--- src/rtl/prog_ram_arbiter_pkg.sv ---
`default_nettype none
// ----------------------------------------------------------------------------
// prog_ram_arbiter_pkg : shared state encodings and default timing constants
// Revision: 1.0
// ----------------------------------------------------------------------------
package prog_ram_arbiter_pkg;

  localparam logic [2:0] ST_BOOT     = 3'd0;
  localparam logic [2:0] ST_RUN      = 3'd1;
  localparam logic [2:0] ST_DRAIN    = 3'd2;
  localparam logic [2:0] ST_PROG     = 3'd3;
  localparam logic [2:0] ST_RST_HOLD = 3'd4;

  typedef enum logic [2:0] {
    BOOT     = ST_BOOT,
    RUN      = ST_RUN,
    DRAIN    = ST_DRAIN,
    PROG     = ST_PROG,
    RST_HOLD = ST_RST_HOLD
  } arb_state_e;

  localparam int DEF_RESET_CYCLES = 8;
  localparam int DEF_DRAIN_MAX    = 7;

endpackage
`default_nettype wire

--- src/rtl/prog_ram_arbiter_if.sv ---
`default_nettype none
// ----------------------------------------------------------------------------
// prog_ram_arbiter_if : loader, CPU and RAM port bundle of the arbiter
// Revision: 1.0
// ----------------------------------------------------------------------------
interface prog_ram_arbiter_if #(
  parameter int ADDR_W = 16
);
  logic [ADDR_W-1:0] prog_waddr;
  logic [7:0]        prog_wdata;
  logic              prog_we;
  logic              ask_for_ram;
  logic              end_of_data;
  logic [ADDR_W-1:0] cpu_addr;
  logic [7:0]        cpu_dout;
  logic              cpu_we;
  logic [ADDR_W-1:0] ram_addr;
  logic [7:0]        ram_din;
  logic              ram_we;
  logic              cpu_rdy;
  logic              cpu_reset;
  logic              prog_grant;
  logic [7:0]        drop_cnt;
  logic              drain_timeout;

  modport master (
    output prog_waddr, prog_wdata, prog_we, ask_for_ram, end_of_data,
    output cpu_addr, cpu_dout, cpu_we,
    input  ram_addr, ram_din, ram_we, cpu_rdy, cpu_reset, prog_grant,
    input  drop_cnt, drain_timeout
  );

  modport slave (
    input  prog_waddr, prog_wdata, prog_we, ask_for_ram, end_of_data,
    input  cpu_addr, cpu_dout, cpu_we,
    output ram_addr, ram_din, ram_we, cpu_rdy, cpu_reset, prog_grant,
    output drop_cnt, drain_timeout
  );
endinterface
`default_nettype wire

--- src/rtl/prog_ram_arbiter_sat_counter8.sv ---
`default_nettype none
// ----------------------------------------------------------------------------
// sat_counter8 : 8-bit up counter with clear (priority) and enable, sticks at 255
// Revision: 1.0
// ----------------------------------------------------------------------------
module sat_counter8 (
  input  wire logic       clk_ram,
  input  wire logic       reset,
  input  wire logic       clr_i,
  input  wire logic       en_i,
  output logic [7:0]      cnt_o
);
  logic [7:0] cnt_q;
  logic [7:0] cnt_d;

  always_comb begin
    cnt_d = cnt_q;
    if (clr_i)
      cnt_d = 8'd0;
    else if (en_i && (cnt_q != 8'hFF))
      cnt_d = cnt_q + 8'd1;
  end

  always_ff @(posedge clk_ram) begin
    if (reset)
      cnt_q <= 8'd0;
    else
      cnt_q <= cnt_d;
  end

  assign cnt_o = cnt_q;
endmodule
`default_nettype wire

--- src/rtl/prog_ram_arbiter.sv ---
`default_nettype none
// ----------------------------------------------------------------------------
// prog_ram_arbiter : hands the program RAM write port to the 6502 or the loader
// Revision: 1.0
// ----------------------------------------------------------------------------
module prog_ram_arbiter
  import prog_ram_arbiter_pkg::*;
#(
  parameter int ADDR_W       = 16,
  parameter int RESET_CYCLES = DEF_RESET_CYCLES,
  parameter int DRAIN_MAX    = DEF_DRAIN_MAX
) (
  input wire logic          clk_ram,
  input wire logic          reset,
  prog_ram_arbiter_if.slave bus
);
  localparam logic [7:0] HOLD_LAST  = 8'(RESET_CYCLES - 1);
  localparam logic [7:0] DRAIN_LAST = 8'(DRAIN_MAX - 1);

  arb_state_e state_q;
  arb_state_e state_d;
  logic       timeout_q;
  logic       timeout_d;
  logic [7:0] hold_cnt;
  logic [7:0] drain_cnt;
  logic [7:0] drop_cnt;
  logic       grant;
  logic       cpu_drives_we;

  always_ff @(posedge clk_ram) begin
    if (reset) begin
      state_q   <= BOOT;
      timeout_q <= 1'b0;
    end else begin
      state_q   <= state_d;
      timeout_q <= timeout_d;
    end
  end

  // end_of_data outranks a dropped ask_for_ram in PROG; RST_HOLD waits for it to fall
  always_comb begin
    state_d   = state_q;
    timeout_d = timeout_q;
    case (state_q)
      BOOT: begin
        if (bus.ask_for_ram)
          state_d = PROG;
        else if (hold_cnt >= HOLD_LAST)
          state_d = RUN;
      end
      RUN: begin
        if (bus.ask_for_ram)
          state_d = DRAIN;
      end
      DRAIN: begin
        if (!bus.ask_for_ram)
          state_d = RUN;
        else if (!bus.cpu_we)
          state_d = PROG;
        else if (drain_cnt >= DRAIN_LAST) begin
          state_d   = PROG;
          timeout_d = 1'b1;
        end
      end
      PROG: begin
        if (bus.end_of_data)
          state_d = RST_HOLD;
        else if (!bus.ask_for_ram)
          state_d = RUN;
      end
      RST_HOLD: begin
        if (!bus.end_of_data) begin
          if (bus.ask_for_ram)
            state_d = PROG;
          else if (hold_cnt >= HOLD_LAST)
            state_d = RUN;
        end
      end
      default: state_d = BOOT;
    endcase
  end

  // Hold counter is shared by BOOT and RST_HOLD; PROG always sits between them
  sat_counter8 u_hold_cnt (
    .clk_ram (clk_ram),
    .reset   (reset),
    .clr_i   (!((state_q == BOOT) || (state_q == RST_HOLD))),
    .en_i    (1'b1),
    .cnt_o   (hold_cnt)
  );

  sat_counter8 u_drain_cnt (
    .clk_ram (clk_ram),
    .reset   (reset),
    .clr_i   (state_q != DRAIN),
    .en_i    (1'b1),
    .cnt_o   (drain_cnt)
  );

  sat_counter8 u_drop_cnt (
    .clk_ram (clk_ram),
    .reset   (reset),
    .clr_i   (1'b0),
    .en_i    (bus.prog_we && !grant),
    .cnt_o   (drop_cnt)
  );

  assign grant         = (state_q == PROG) || (state_q == RST_HOLD);
  assign cpu_drives_we = (state_q == RUN) || (state_q == DRAIN);

  assign bus.ram_addr      = grant ? bus.prog_waddr : bus.cpu_addr;
  assign bus.ram_din       = grant ? bus.prog_wdata : bus.cpu_dout;
  assign bus.ram_we        = grant ? bus.prog_we : (cpu_drives_we && bus.cpu_we);
  assign bus.cpu_rdy       = !((state_q == DRAIN) || (state_q == PROG));
  assign bus.cpu_reset     = (state_q == BOOT) || (state_q == RST_HOLD);
  assign bus.prog_grant    = grant;
  assign bus.drop_cnt      = drop_cnt;
  assign bus.drain_timeout = timeout_q;
endmodule
`default_nettype wire

--- src/flat_wrapper.sv ---
// flat-port wrapper written by rule: the top's interface ports become plain ports
module prog_ram_arbiter_flat import prog_ram_arbiter_pkg::*;
#(
  parameter int ADDR_W       = 16,
  parameter int RESET_CYCLES = DEF_RESET_CYCLES,
  parameter int DRAIN_MAX    = DEF_DRAIN_MAX
)
  (clk_ram, reset, bus_prog_waddr, bus_prog_wdata, bus_prog_we, bus_ask_for_ram, bus_end_of_data, bus_cpu_addr, bus_cpu_dout, bus_cpu_we, bus_ram_addr, bus_ram_din, bus_ram_we, bus_cpu_rdy, bus_cpu_reset, bus_prog_grant, bus_drop_cnt, bus_drain_timeout);
  prog_ram_arbiter_if #(.ADDR_W(ADDR_W)) bus_i ();
  input wire logic clk_ram;
  input wire logic reset;
  input wire logic [$bits(bus_i.prog_waddr)-1:0] bus_prog_waddr;
  input wire logic [$bits(bus_i.prog_wdata)-1:0] bus_prog_wdata;
  input wire logic [$bits(bus_i.prog_we)-1:0] bus_prog_we;
  input wire logic [$bits(bus_i.ask_for_ram)-1:0] bus_ask_for_ram;
  input wire logic [$bits(bus_i.end_of_data)-1:0] bus_end_of_data;
  input wire logic [$bits(bus_i.cpu_addr)-1:0] bus_cpu_addr;
  input wire logic [$bits(bus_i.cpu_dout)-1:0] bus_cpu_dout;
  input wire logic [$bits(bus_i.cpu_we)-1:0] bus_cpu_we;
  output wire logic [$bits(bus_i.ram_addr)-1:0] bus_ram_addr;
  output wire logic [$bits(bus_i.ram_din)-1:0] bus_ram_din;
  output wire logic [$bits(bus_i.ram_we)-1:0] bus_ram_we;
  output wire logic [$bits(bus_i.cpu_rdy)-1:0] bus_cpu_rdy;
  output wire logic [$bits(bus_i.cpu_reset)-1:0] bus_cpu_reset;
  output wire logic [$bits(bus_i.prog_grant)-1:0] bus_prog_grant;
  output wire logic [$bits(bus_i.drop_cnt)-1:0] bus_drop_cnt;
  output wire logic [$bits(bus_i.drain_timeout)-1:0] bus_drain_timeout;
  assign bus_i.prog_waddr = bus_prog_waddr;
  assign bus_i.prog_wdata = bus_prog_wdata;
  assign bus_i.prog_we = bus_prog_we;
  assign bus_i.ask_for_ram = bus_ask_for_ram;
  assign bus_i.end_of_data = bus_end_of_data;
  assign bus_i.cpu_addr = bus_cpu_addr;
  assign bus_i.cpu_dout = bus_cpu_dout;
  assign bus_i.cpu_we = bus_cpu_we;
  assign bus_ram_addr = bus_i.ram_addr;
  assign bus_ram_din = bus_i.ram_din;
  assign bus_ram_we = bus_i.ram_we;
  assign bus_cpu_rdy = bus_i.cpu_rdy;
  assign bus_cpu_reset = bus_i.cpu_reset;
  assign bus_prog_grant = bus_i.prog_grant;
  assign bus_drop_cnt = bus_i.drop_cnt;
  assign bus_drain_timeout = bus_i.drain_timeout;
  prog_ram_arbiter #(.ADDR_W(ADDR_W), .RESET_CYCLES(RESET_CYCLES), .DRAIN_MAX(DRAIN_MAX)) u_core (.clk_ram(clk_ram), .reset(reset), .bus(bus_i));
endmodule
--- config.mk ---
export PLATFORM = sky130hd
export DESIGN_NAME = prog_ram_arbiter_flat
export DESIGN_NICKNAME = d
export VERILOG_FILES = /design/src/rtl/prog_ram_arbiter_pkg.sv /design/src/rtl/prog_ram_arbiter_if.sv /design/src/rtl/prog_ram_arbiter_sat_counter8.sv /design/src/rtl/prog_ram_arbiter.sv /design/src/flat_wrapper.sv
export SDC_FILE = /design/constraint.sdc
export NUM_CORES = 1
export LEC_CHECK = 0
export BUFFER_PORTS_ARGS = -buffer_cell sky130_fd_sc_hd__buf_2
export CAP_MARGIN = 10
export CORE_MARGIN = 1.5
export CORE_UTILIZATION = 41
export CTS_CLUSTER_DIAMETER = 30
export DETAILED_ROUTE_END_ITERATION = 10
export PLACE_DENSITY = 0.85
export SLEW_MARGIN = 20
export SYNTH_ARGS = -nofsm -noshare
export SYNTH_HDL_FRONTEND = slang
export SYNTH_SLANG_ARGS = --single-unit
--- constraint.sdc ---
create_clock -name clk_ram -period 1.8 [get_ports clk_ram]
set_input_delay 0.27 -clock clk_ram [delete_from_list [all_inputs] [get_ports clk_ram]]
set_output_delay 0.27 -clock clk_ram [all_outputs]
set_load 0.02 [all_outputs]
Yosys cells after proc, flatten, opt, wreduce, memory -nomap -nowiden --
Cells that the tools add are included.
Storage, ports and cells: register bits after elaboration 28, output and inout port bits 37, logic and storage cells 50
Cells by class: add/subtract/negate cells 3, magnitude comparators 2, eq/ne operators 12, muxes and demuxes 13, bitwise operators 1, reduce and logical (&&, ||, !) cells 14
Operators by type and width (number):
- $mux W3 | 9
- $add A8 B1 Y8 const B | 3
- $ne A8 B8 Y1 const B | 3
- $ge A8 B3 Y1 const B | 2
- $mux W16 | 1
- $pmux W3 S5 | 1
- $mux W8 | 1
- $reduce_and A4 Y1 | 2
- $eq A3 B2 Y1 const B | 2
- $logic_or A1 B1 Y1 | 4
- $ne A2 B2 Y1 const B | 2
- $ne A4 B3 Y1 const B | 1
- $reduce_or A2 Y1 | 2
- $eq A3 B1 Y1 const B | 1
- $eq A3 B3 Y1 const B | 1
- $logic_and A1 B1 Y1 | 3
- $logic_not A3 Y1 | 1
- $ne A3 B2 Y1 const B | 1
- $ne A3 B3 Y1 const B | 1
- $logic_not A1 Y1 | 2
- $mux W1 | 1
- $not A1 Y1 | 1

Logic depth before layout (Yosys ltp) --
Gate-level depths: netlist of the first run.
depth after elaboration 5, mapped depth 6

By module --
From an unflattened synthesis of the first run, not the netlist that was laid out.
Second synthesis, totals: cell total of the unflattened synthesis 221, area total of the unflattened synthesis 2083.2 um^2
By module, submodules not included:
- sat_counter8 | times used 3, cells each 47, area each 435.4 um^2, seq. area each 160.2 um^2
- prog_ram_arbiter | times used 1, cells each 80, area each 777.0 um^2, seq. area each 80.1 um^2

Least setup slack after synthesis of the first run --
No wires, ideal clock.
path type reg2out, from reg u_core.state_q[1], to out bus_ram_addr[10], data arrival time 1.764 ns, data required time 1.530 ns, setup slack -0.234 ns, cell stages (with the launch flop) 6, cells stage by stage dfxtp_1 -> nor2_1 -> nand2_1 -> o21ai_2 -> buf_2 -> mux2_2
Between the ends: word-level cells in the longest chain between the ends 3, elaborated cells on any way between the ends 4, those cells by class eq/ne: 2; mux: 1; reduce/logical: 1
RTL lines:
- start, declared | RTL line prog_ram_arbiter.sv:20 | arb_state_e state_q;
- start signal, assigned | RTL line prog_ram_arbiter.sv:35 | state_q <= state_d;
- $eq A3 B2 Y1 / $eq A3 B3 Y1 (equally long branches) | RTL line prog_ram_arbiter.sv:108 | assign grant = (state_q == PROG) || (state_q == RST_HOLD);
- $logic_or A1 B1 Y1 (*) | RTL line prog_ram_arbiter.sv:108
- via bus_prog_grant | RTL line flat_wrapper.sv:25 | output wire logic [$bits(bus_i.prog_grant)-1:0] bus_prog_grant;
- $mux W16 (*) | RTL line prog_ram_arbiter.sv:111 | assign bus.ram_addr = grant ? bus.prog_waddr : bus.cpu_addr;
- end, declared | RTL line flat_wrapper.sv:20 | output wire logic [$bits(bus_i.ram_addr)-1:0] bus_ram_addr;
The timed path passes the listed nets; every way through them passes the cells marked *.

Final worst setup path of the first run --
from reg u_core.state_q[2], to out bus_ram_din[2]
Between the ends: word-level cells in the longest chain between the ends 3, elaborated cells on any way between the ends 4, those cells by class eq/ne: 2; mux: 1; reduce/logical: 1
RTL lines:
- $eq A3 B2 Y1 / $eq A3 B3 Y1 (equally long branches) | RTL line prog_ram_arbiter.sv:108
- $logic_or A1 B1 Y1 (*) | RTL line prog_ram_arbiter.sv:108
- $mux W8 (*) | RTL line prog_ram_arbiter.sv:112 | assign bus.ram_din = grant ? bus.prog_wdata : bus.cpu_dout;
- end, declared | RTL line flat_wrapper.sv:21 | output wire logic [$bits(bus_i.ram_din)-1:0] bus_ram_din;
Mark *: on every way between the ends. The rest lies on a longest branch, timed or not.

==> results of run 1 <==
[critical path: stages, from the launching register on]
cell and delay (ns):
dfxtp_1 0.35, nor2b_4 0.15, clkinvlp_4 0.22, o21ai_4 0.25, buf_6 0.15, mux2_4 0.32, buf_6 0.14
[state kept, by name, summed over array words and instances, names as in the netlist]
| name | cells |
|---|---|
| u_core.u_drain_cnt.cnt_o | 8 |
| u_core.u_drop_cnt.cnt_o | 8 |
| u_core.u_hold_cnt.cnt_o | 8 |
| u_core.state_q | 3 |
| u_core.bus.drain_timeout | 1 |
[power groups by stage]
stage / Sequential [uW] / Clock [uW] / Combinational (uW)
detailed placement: 688 / 0 / 667
CTS: 674 / 401 / 735
finish: 678 / 391 / 966
global placement: 687 / 0 / 658
global route: 680 / 424 / 1010
floorplan: 693 / 0 / 429
[per-layer routing]
| layer | track usage, % | vias to the layer above |
|---|---|---|
| met5 | 0 | - |
| met4 | 2.40 | 0 |
| met3 | 4.51 | 12 |
| met2 | 33.9 | 102 |
| met1 | 30.2 | 1051 |
| li1 | - | 1009 |
[through the flow]
stage	utilization, %	worst slack (ns)
floorplan	-	0.0125
global placement	54.9	-0.0972
detailed placement	54.9	-0.162
CTS	58.0	-0.289
global route	65.5	-0.384
finish	65.5	-0.330
[cell usage in the layout, fill, tap and decap left out, types with 3 or more instances in the layout]
cell type   n
buf_2      71
o21ai_4     4
mux2_4     20
and4_1      3
xnor2_1     4
xor2_1      5
ha_1        4
a21oi_1    14
mux2_2      5
nor2b_1     3
clkbuf_8    4
buf_6      24
a311oi_1    3
o21ai_0     6
nor2_1     26
o31ai_1     3
nand2_1     8
and2_1      3
buf_4      10
a31oi_1     3
nand3_1    13
dfxtp_1    27
inv_1       8
nor3_1      4
[cells by family after synthesis]
logic type,synth area share [%]
simple gates,23.0
xor+xnor,4.34
mux,16.6
fa+ha+maj,2.75
buf+inv,5.10
compound gates,17.4
flops,30.9
[path summary, 6_finish.rpt]
| path | startpoint | to | slack (ns) | depth (start not counted) |
|---|---|---|---|---|
| setup / recovery | u_core.state_q[2] | bus_ram_din[2] | -0.33 | 6 |
| hold / removal | bus_end_of_data | u_core.state_q[2] | 0.31 | 3 |
| setup reg to reg | u_core.state_q[2] | u_core.u_drop_cnt.cnt_o[2] | -0.03 | 5 |
| hold reg to reg | u_core.u_hold_cnt.cnt_o[1] | u_core.u_hold_cnt.cnt_o[1] | 0.51 | 2 |
[cell type report]
cell class,instances,area (sq um)
Fill cell,307,1480
Multi-Input combinational cell,171,1350
Timing Repair Buffer,107,741
Sequential cell,28,562
Tap cell,52,65.1
Clock buffer,4,55.1
Inverter,9,37.5
[what timing repair did]
item                                    CTS  global route
endpoints found under the setup margin   27            30
endpoints found under the hold margin     0             0
gates resized for setup                   8            70
cloned                                    4             0
buffers inserted                          0             7
pin swaps                                 3             5
==> metrics.cfg, run 1 <==
[pwr]
p_comb_share_pct=47.5
power.internal_uw=1310
switchingPower_uw=728
ir_drop_mv=0.445
powerDensity_mw_per_mm2=723
clock_power_share_pct=19.2
p_leak_uw=0.00121
power_uw=2030
sw_frac_of_total_pct=35.8
pwr-share-seq_pct=33.3

[sta]
post-route-period-util_pct=118
tightest_slew_ns=0.434
worst_slack_ns=-0.330
rsz0062_at_grt=yes
finalSetupTns_ns=-7.33
setup_viol=26
finalHoldViolations=0
clock.fmax_mhz=469
relSlewSlack_pct=70.8
period_minus_slack_ns=2.13
drv_slew=0
skew_ns=0.00607
hold_slack_ns=0.314

[run_status]
outcome=finished with violations
violations=negative setup slack

[clock_network]
tritoncts=done
cts.path.max_buffers=2
htree_levels=1
cts_buffers=3
cts.sinks=28
cts_root_buf=clkbuf_8
clkLatencyLatePin_ns=0.27
cts.clk_slew.worst_paths_ns=0.10
ctsHoldBuffers=0

[global_routing]
grt_max_degree=16
grt_pass1_vias=1850
grt_pass1_wl_microns=8540
overflow=0
grt_use_total_pct=21.1
antenna_found_initial=0

[placed_design]
dp.cells=356
place_hpwl_microns=3630
port_buffers=90
gp_congestion=0.807
postPlaceCellArea_sq_mm=0.00236

[synthesis]
synth_flop_cell=dfxtp_1
avgSynthCellArea_sq_um=8.45
synth_common_cells=28 x dfxtp_1, 27 x nor2_1, 25 x mux2_2
ys_warn_count=0
syn_nets=273
yosysTopAreaCellShare_pct=30.9
yosys.area.top_type=dfxtp_1
syn_area_sq_mm=0.00182
netlist_instances=215
ys_seq_elements=28
synth-seq-area-share_pct=30.9
yosysMostFrequentCell=dfxtp_1
synth_area_leaders=dfxtp_1 31%, mux2_2 15%, nor2_1 5.6%, a21oi_1 4.1%, nand3_1 3.6%
synth_edf_count=0
synth_async_sr_flop_share_pct=0
ys_types=47

[die]
ioPinCount=91
initial_core_util_pct=42.3
die_x_microns=69.6
core_area_sq_mm=0.00429
row_count=24
die_h_microns=69.6
die_area_sq_mm=0.00484

[setup_path]
path_class=register to output pin
arrival_ns=1.86
critPathCaptureType=output pin
worstPathRequired_ns=1.53
start_kind=register
crit_fanout=5

[routing]
met3WireLength_microns=401
wirelength_microns=6660
wl_per_cell_microns=17.9
viasPerCell=5.86
highest_layer=met4
met1_length_microns=2590
met2_length_microns=3570
drt-initial-drc-count=218
final_antenna_net_count=0
num_vias=2174
drcViolationCount=0
dr.pass1.iters=5

[final_layout]
layout-drive-gt1-share_pct=48.3
nNetsFinal=378
final_cells=371
design_area_sq_mm=0.00281
antennaDiodeCount=0
area_growth_pct=54.9

[min_path]
hold_path.class=primary input to register

[run]
drv_cap=0

(Power assumes the default switching activity.)
==> run 2: changes to the inputs <==
--- a/config.mk
+++ b/config.mk
@@ -7,11 +7,13 @@
 export LEC_CHECK = 0
 export BUFFER_PORTS_ARGS = -buffer_cell sky130_fd_sc_hd__buf_2
 export CAP_MARGIN = 10
+export CELL_PAD_IN_SITES_DETAIL_PLACEMENT = 1
+export CELL_PAD_IN_SITES_GLOBAL_PLACEMENT = 1
 export CORE_MARGIN = 1.5
-export CORE_UTILIZATION = 41
+export CORE_UTILIZATION = 32
 export CTS_CLUSTER_DIAMETER = 30
 export DETAILED_ROUTE_END_ITERATION = 10
-export PLACE_DENSITY = 0.85
+export PLACE_DENSITY = 0.89
 export SLEW_MARGIN = 20
 export SYNTH_ARGS = -nofsm -noshare
 export SYNTH_HDL_FRONTEND = slang
==> constraint.sdc (replaced) <==
create_clock -name clk_ram -period 2 [get_ports clk_ram]
set_input_delay 0.3 -clock clk_ram [delete_from_list [all_inputs] [get_ports clk_ram]]
set_output_delay 0.3 -clock clk_ram [all_outputs]
set_load 0.02 [all_outputs]
==> run 2 against run 1 <==
The run still ends with negative setup slack left. Wire length is 13% higher. Combinational power shrank 24%. Worst hold slack gained 0.038 ns. Count of clock-buffer cells in the layout down 1. First-iteration DRC count shrank 36%. Non-clock buffer count shrank 8. Critical path depth did not move. Register-to-register slack better by 0.07 ns.
==> metrics.cfg, run 2 (synthesized netlist as in run 1, its figures left out) <==
[pwr]
power.internal_uw=1200  ; -8.2%
p_leak_uw=0.00112  ; -7.3%
ir_drop_mv=0.382  ; -14%
power_uw=1820  ; -10%
switchingPower_uw=624  ; -14%
powerDensity_mw_per_mm2=693  ; -4.2%
p_comb_share_pct=40.5  ; -7.0 points
pwr-share-seq_pct=34.3  ; +1.0 points
clock_power_share_pct=25.2  ; +6.0 points
sw_frac_of_total_pct=34.2  ; -1.6 points

[die]
die_h_microns=78.3  ; +13%
die_x_microns=78.3  ; +13%
ioPinCount=91  ; unchanged
core_area_sq_mm=0.00551  ; +28%
die_area_sq_mm=0.00614  ; +27%
initial_core_util_pct=33.0  ; -9.3 points
row_count=27  ; +13%

[setup_path]
path_class=register to output pin
start_kind=register
critical_path_buf_inv_count=3  ; unchanged
cpPeakStageDelay_ns=0.38  ; +0.03 ns
crit_fanout=12  ; +7
arrival_ns=1.81  ; -0.05 ns
crit_path_top_delay_cell=dfxtp_4
startpoint=u_core.state_q[1]
crit_family=buffers and inverters
reg2reg_from=u_core.state_q[1]
worstPathRequired_ns=1.70  ; +0.17 ns
critPathCaptureType=output pin
path_cells=nor2b_4 -> inv_2 -> o21ai_4 -> buf_8 -> mux2_2 -> buf_2

[sta]
clock.fmax_mhz=473
setup_viol=24  ; -7.7%
skew_ns=0.00262  ; -0.00345 ns
rsz0062_at_grt=yes
period_minus_slack_ns=2.11
tightest_slew_ns=0.543  ; +0.109 ns
worst_slack_ns=-0.114  ; +0.216 ns
post-route-period-util_pct=106
drv_slew=0  ; unchanged
relSlewSlack_pct=63.8  ; -7.0 points
finalHoldViolations=0  ; unchanged

[routing]
drt-initial-drc-count=139  ; -36%
met1_length_microns=3060  ; +18%
highest_layer=met4
dr.pass1.iters=4  ; -1
drcViolationCount=0  ; unchanged
final_antenna_net_count=0  ; unchanged
viasPerCell=5.50  ; -6.1%
num_vias=2085  ; -4.1%
met2_length_microns=4050  ; +13%
wl_per_cell_microns=19.8  ; +11%
met3WireLength_microns=247  ; -38%
wirelength_microns=7520  ; +13%

[final_layout]
final_common_cell=buf_2
fillCellCount=685  ; +120%
final_cell_mix=73 x buf_2, 26 x nor2_1, 25 x dfxtp_1
postLayoutCoreUtil_pct=47.8  ; -18 points
nNetsFinal=366  ; -3.2%
antennaDiodeCount=0  ; unchanged
layout-drive-gt1-share_pct=45.3  ; -3.0 points
area_growth_pct=44.9

[global_routing]
grt_pass1_vias=2071  ; +12%
grt_max_degree=17  ; +1
antenna_found_initial=0  ; unchanged
overflow=0  ; unchanged
grt_use_total_pct=22.4  ; +1.3 points
grt_pass1_wl_microns=10800  ; +27%

[min_path]
hold_path.class=primary input to register
hold_start=bus_cpu_we

[run_status]
violations=negative setup slack
outcome=finished with violations

[placed_design]
port_buffers=90  ; unchanged
gp_congestion=0.852  ; +5.6%
place_hpwl_microns=4930  ; +36%

[clock_network]
htree_levels=1  ; unchanged
cts.path.max_buffers=2  ; unchanged
cts_root_buf=clkbuf_8
cts.clk_slew.worst_paths_ns=0.10  ; about the same
ctsHoldBuffers=0  ; unchanged
clkLatencyLatePin_ns=0.28  ; about the same
cts.sinks=28  ; unchanged
tritoncts=done
cts_buffers=3  ; unchanged

[run]
drv_cap=0  ; unchanged

==> run 2: final cells by class <==
cell class / count / area (sq um) / share of cell area, %
clock inverters: 1 / 30.0 / 1.14
repair buffers: 99 / 628 / 23.9
inverters: 9 / 33.8 / 1.28
flip-flops and latches: 28 / 569 / 21.6
well taps: 72 / 90.1 / 3.42
clock buffers: 3 / 41.3 / 1.57
multi-input cells: 167 / 1240 / 47.1
==> run 2: tightest hold or removal path, stage by stage <==
cell	delay (ns)
buf_2	0.12
a41oi_1	0.11
nor2_1	0.07
==> run 2: final timing paths <==
kind	to	slack, ns	cells past startpoint
worst max-delay path	bus_ram_addr[11]	-0.11	6
worst min-delay path	u_core.bus.drain_timeout	0.35	3
worst max register to register	u_core.u_drop_cnt.cnt_o[7]	0.04	5
worst min register to register	u_core.bus.drain_timeout	0.49	2
==> run 2: per-layer routing <==
layer	vias up	global-route usage [%]
met5	-	0
met4	0	6.07
met3	13	3.37
met2	49	39.8
met1	1045	28.0
li1	978	-
==> run 2: power groups by stage <==
| stage | registers, uW | logic, uW | clock network [uW] |
|---|---|---|---|
| detailed placement | 629 | 585 | 0 |
| finish | 626 | 738 | 460 |
| CTS | 623 | 662 | 465 |
| global placement | 627 | 560 | 0 |
| global route | 631 | 778 | 490 |
| floorplan | 624 | 376 | 0 |
==> run 2: metrics by stage <==
stage	cells	area (sq um)	setup TNS [ns]	hold slack, ns	worst slack, ns
floorplan	215	1820	0	0.372	0.0590
global placement	371	2350	0	0.459	0.233
detailed placement	371	2350	0	0.466	0.154
CTS	381	2530	-2.70	0.313	-0.123
global route	379	2630	-3.15	0.363	-0.179
finish	379	2630	-1.72	0.352	-0.114
==> run 2: what timing repair did <==
item,4_1_cts,5_1_grt
pin swaps,1,1
gates resized for setup,11,52
cloned,2,0
endpoints found under the setup margin,24,26
buffers inserted,4,1
==> run 3: changes to the inputs <==
==> constraint.sdc (replaced) <==
create_clock -name clk_ram -period 2.2 [get_ports clk_ram]
set_input_delay 0.33 -clock clk_ram [delete_from_list [all_inputs] [get_ports clk_ram]]
set_output_delay 0.33 -clock clk_ram [all_outputs]
set_load 0.02 [all_outputs]
==> run 3 against run 2 <==
Non-clock buffer count is the same. Critical path depth unchanged. Global-route usage is 3.9 points lower. Sequential share of layout area shrank 0.59 points. Wire length increased by 4.9%. The flow still finishes with violations (negative setup slack). Clock power is 37% lower. Largest power group unchanged. First-iteration DRC count is 17% lower. Total power decreased by 13%. Worst setup slack gained 0.027 ns. Worst hold slack gained 0.059 ns. Die area unchanged.
==> metrics.cfg, run 3 (synthesized netlist as in run 1, its figures left out) <==
[run_status]
outcome=finished with violations
violations=negative setup slack

[global_routing]
overflow=0  ; unchanged
grt_pass1_wl_microns=9070  ; -16%
antenna_found_initial=0  ; unchanged
grt_max_degree=26  ; +9
grt_pass1_vias=1869  ; -9.8%
grt_use_total_pct=18.5  ; -3.9 points

[sta]
drv_slew=0  ; unchanged
finalHoldViolations=0  ; unchanged
relSlewSlack_pct=61.0  ; -2.8 points
rsz0062_at_grt=yes
post-route-period-util_pct=104
clock.fmax_mhz=437
tightest_slew_ns=0.586  ; +0.0427 ns
worst_slack_ns=-0.0866  ; +0.0270 ns
finalSetupTns_ns=-1.20  ; +0.525 ns
setup_viol=24  ; unchanged
period_minus_slack_ns=2.29
skew_ns=0.00715  ; +0.00453 ns

[die]
die_x_microns=78.3  ; unchanged
row_count=27  ; unchanged
die_area_sq_mm=0.00614  ; unchanged
core_area_sq_mm=0.00551  ; unchanged
die_h_microns=78.3  ; unchanged
initial_core_util_pct=33.0  ; unchanged
ioPinCount=91  ; unchanged

[min_path]
hold_path.class=primary input to register

[pwr]
p_leak_uw=0.00116  ; +2.8%
ir_drop_mv=0.298  ; -22%
power_uw=1590  ; -13%
powerDensity_mw_per_mm2=586  ; -15%

[clock_network]
ctsHoldBuffers=0  ; unchanged
htree_levels=1  ; unchanged
cts.clk_slew.worst_paths_ns=0.09  ; about the same
tritoncts=done
cts_root_buf=clkbuf_8
clkLatencyLatePin_ns=0.28  ; about the same
cts.path.max_buffers=2  ; unchanged
cts_buffers=3  ; unchanged
cts.sinks=28  ; unchanged

[final_layout]
antennaDiodeCount=0  ; unchanged
final_cell_mix=66 x buf_2, 26 x nor2_1, 25 x buf_6, 25 x dfxtp_1, 21 x mux2_4
layout-drive-gt1-share_pct=44.8  ; -0.51 points
final_common_cell=buf_2
nNetsFinal=366  ; unchanged
fillCellCount=659  ; -3.8%
area_growth_pct=49.0

[routing]
wl_per_cell_microns=20.9  ; +5.2%
viasPerCell=5.71  ; +3.8%
wirelength_microns=7890  ; +4.9%
final_antenna_net_count=0  ; unchanged
num_vias=2158  ; +3.5%
drt-initial-drc-count=115  ; -17%
drcViolationCount=0  ; unchanged
dr.pass1.iters=4  ; unchanged

[setup_path]
crit_fanout=8  ; -4
worstPathRequired_ns=1.87  ; +0.17 ns
path_class=register to output pin
critPathCaptureType=output pin
start_kind=register
arrival_ns=1.96  ; +0.15 ns

[placed_design]
gp_congestion=0.732  ; -14%
place_hpwl_microns=4690  ; -4.8%
port_buffers=90  ; unchanged

[run]
drv_cap=0  ; unchanged

==> run 3: critical path, stage by stage (launching register included) <==
cell and delay (ns):
dfxtp_4 0.40, nor2b_4 0.17, inv_2 0.08, o21ai_4 0.32, clkbuf_16 0.24, mux2_4 0.33, buf_6 0.14
==> run 3: area by class of cell <==
class	instances	area, sq um	share of cell area (%)
Inverter	9	33.8	1.25
Multi-Input combinational cell	167	1250	46.3
Sequential cell	28	569	21.0
Timing Repair Buffer	99	719	26.6
Tap cell	72	90.1	3.33
Clock buffer	3	41.3	1.53
==> run 3: worst paths after layout <==
kind / cells past startpoint / slack (ns) / from / end
worst min register to register: 2 / 0.51 / u_core.u_drop_cnt.cnt_o[5] / u_core.u_drop_cnt.cnt_o[5]
worst max-delay path: 6 / -0.09 / u_core.state_q[2] / bus_ram_din[0]
worst max register to register: 5 / 0.29 / u_core.u_hold_cnt.cnt_o[0] / u_core.state_q[0]
worst min-delay path: 3 / 0.41 / bus_end_of_data / u_core.state_q[2]
==> run 3: per-layer routing <==
metal  track usage (%)  wire length, microns  vias to the layer above  part of all wire (%)
met5                 0                     0                        -                     0
met4              3.75                   277                        0                   3.5
met3              3.14                   303                       26                   3.8
met2              33.3                  4260                       75                    54
met1              23.0                  3050                     1077                    39
li1                  -                     -                      980                     -
==> run 3: metrics by stage <==
stage	hold WS [ns]	setup WS, ns	util (%)	instance area [sq um]	instances
after floorplan	0.402	0.106	-	1820	215
after global placement	0.468	0.312	42.4	2330	369
after detailed placement	0.483	0.258	42.4	2330	369
after CTS	0.367	0.0324	43.2	2380	372
after global routing	0.394	-0.141	49.1	2710	378
final	0.411	-0.0866	49.1	2710	378
==> run 3: where the power goes <==
| group | switching, uW | leakage [uW] | total [uW] | internal, uW |
|---|---|---|---|---|
| clock network | 168 | 0.0000216 | 292 | 124 |
| registers | 38.3 | 0.000228 | 571 | 533 |
| logic | 377 | 0.000906 | 724 | 347 |
==> run 3: timing repair <==
item,4_1_cts,5_1_grt
endpoints found under the hold margin,0,0
endpoints found under the setup margin,24,24
resized for setup,2,75
pin swaps,0,1
gates cloned,0,3
setup buffers,0,3
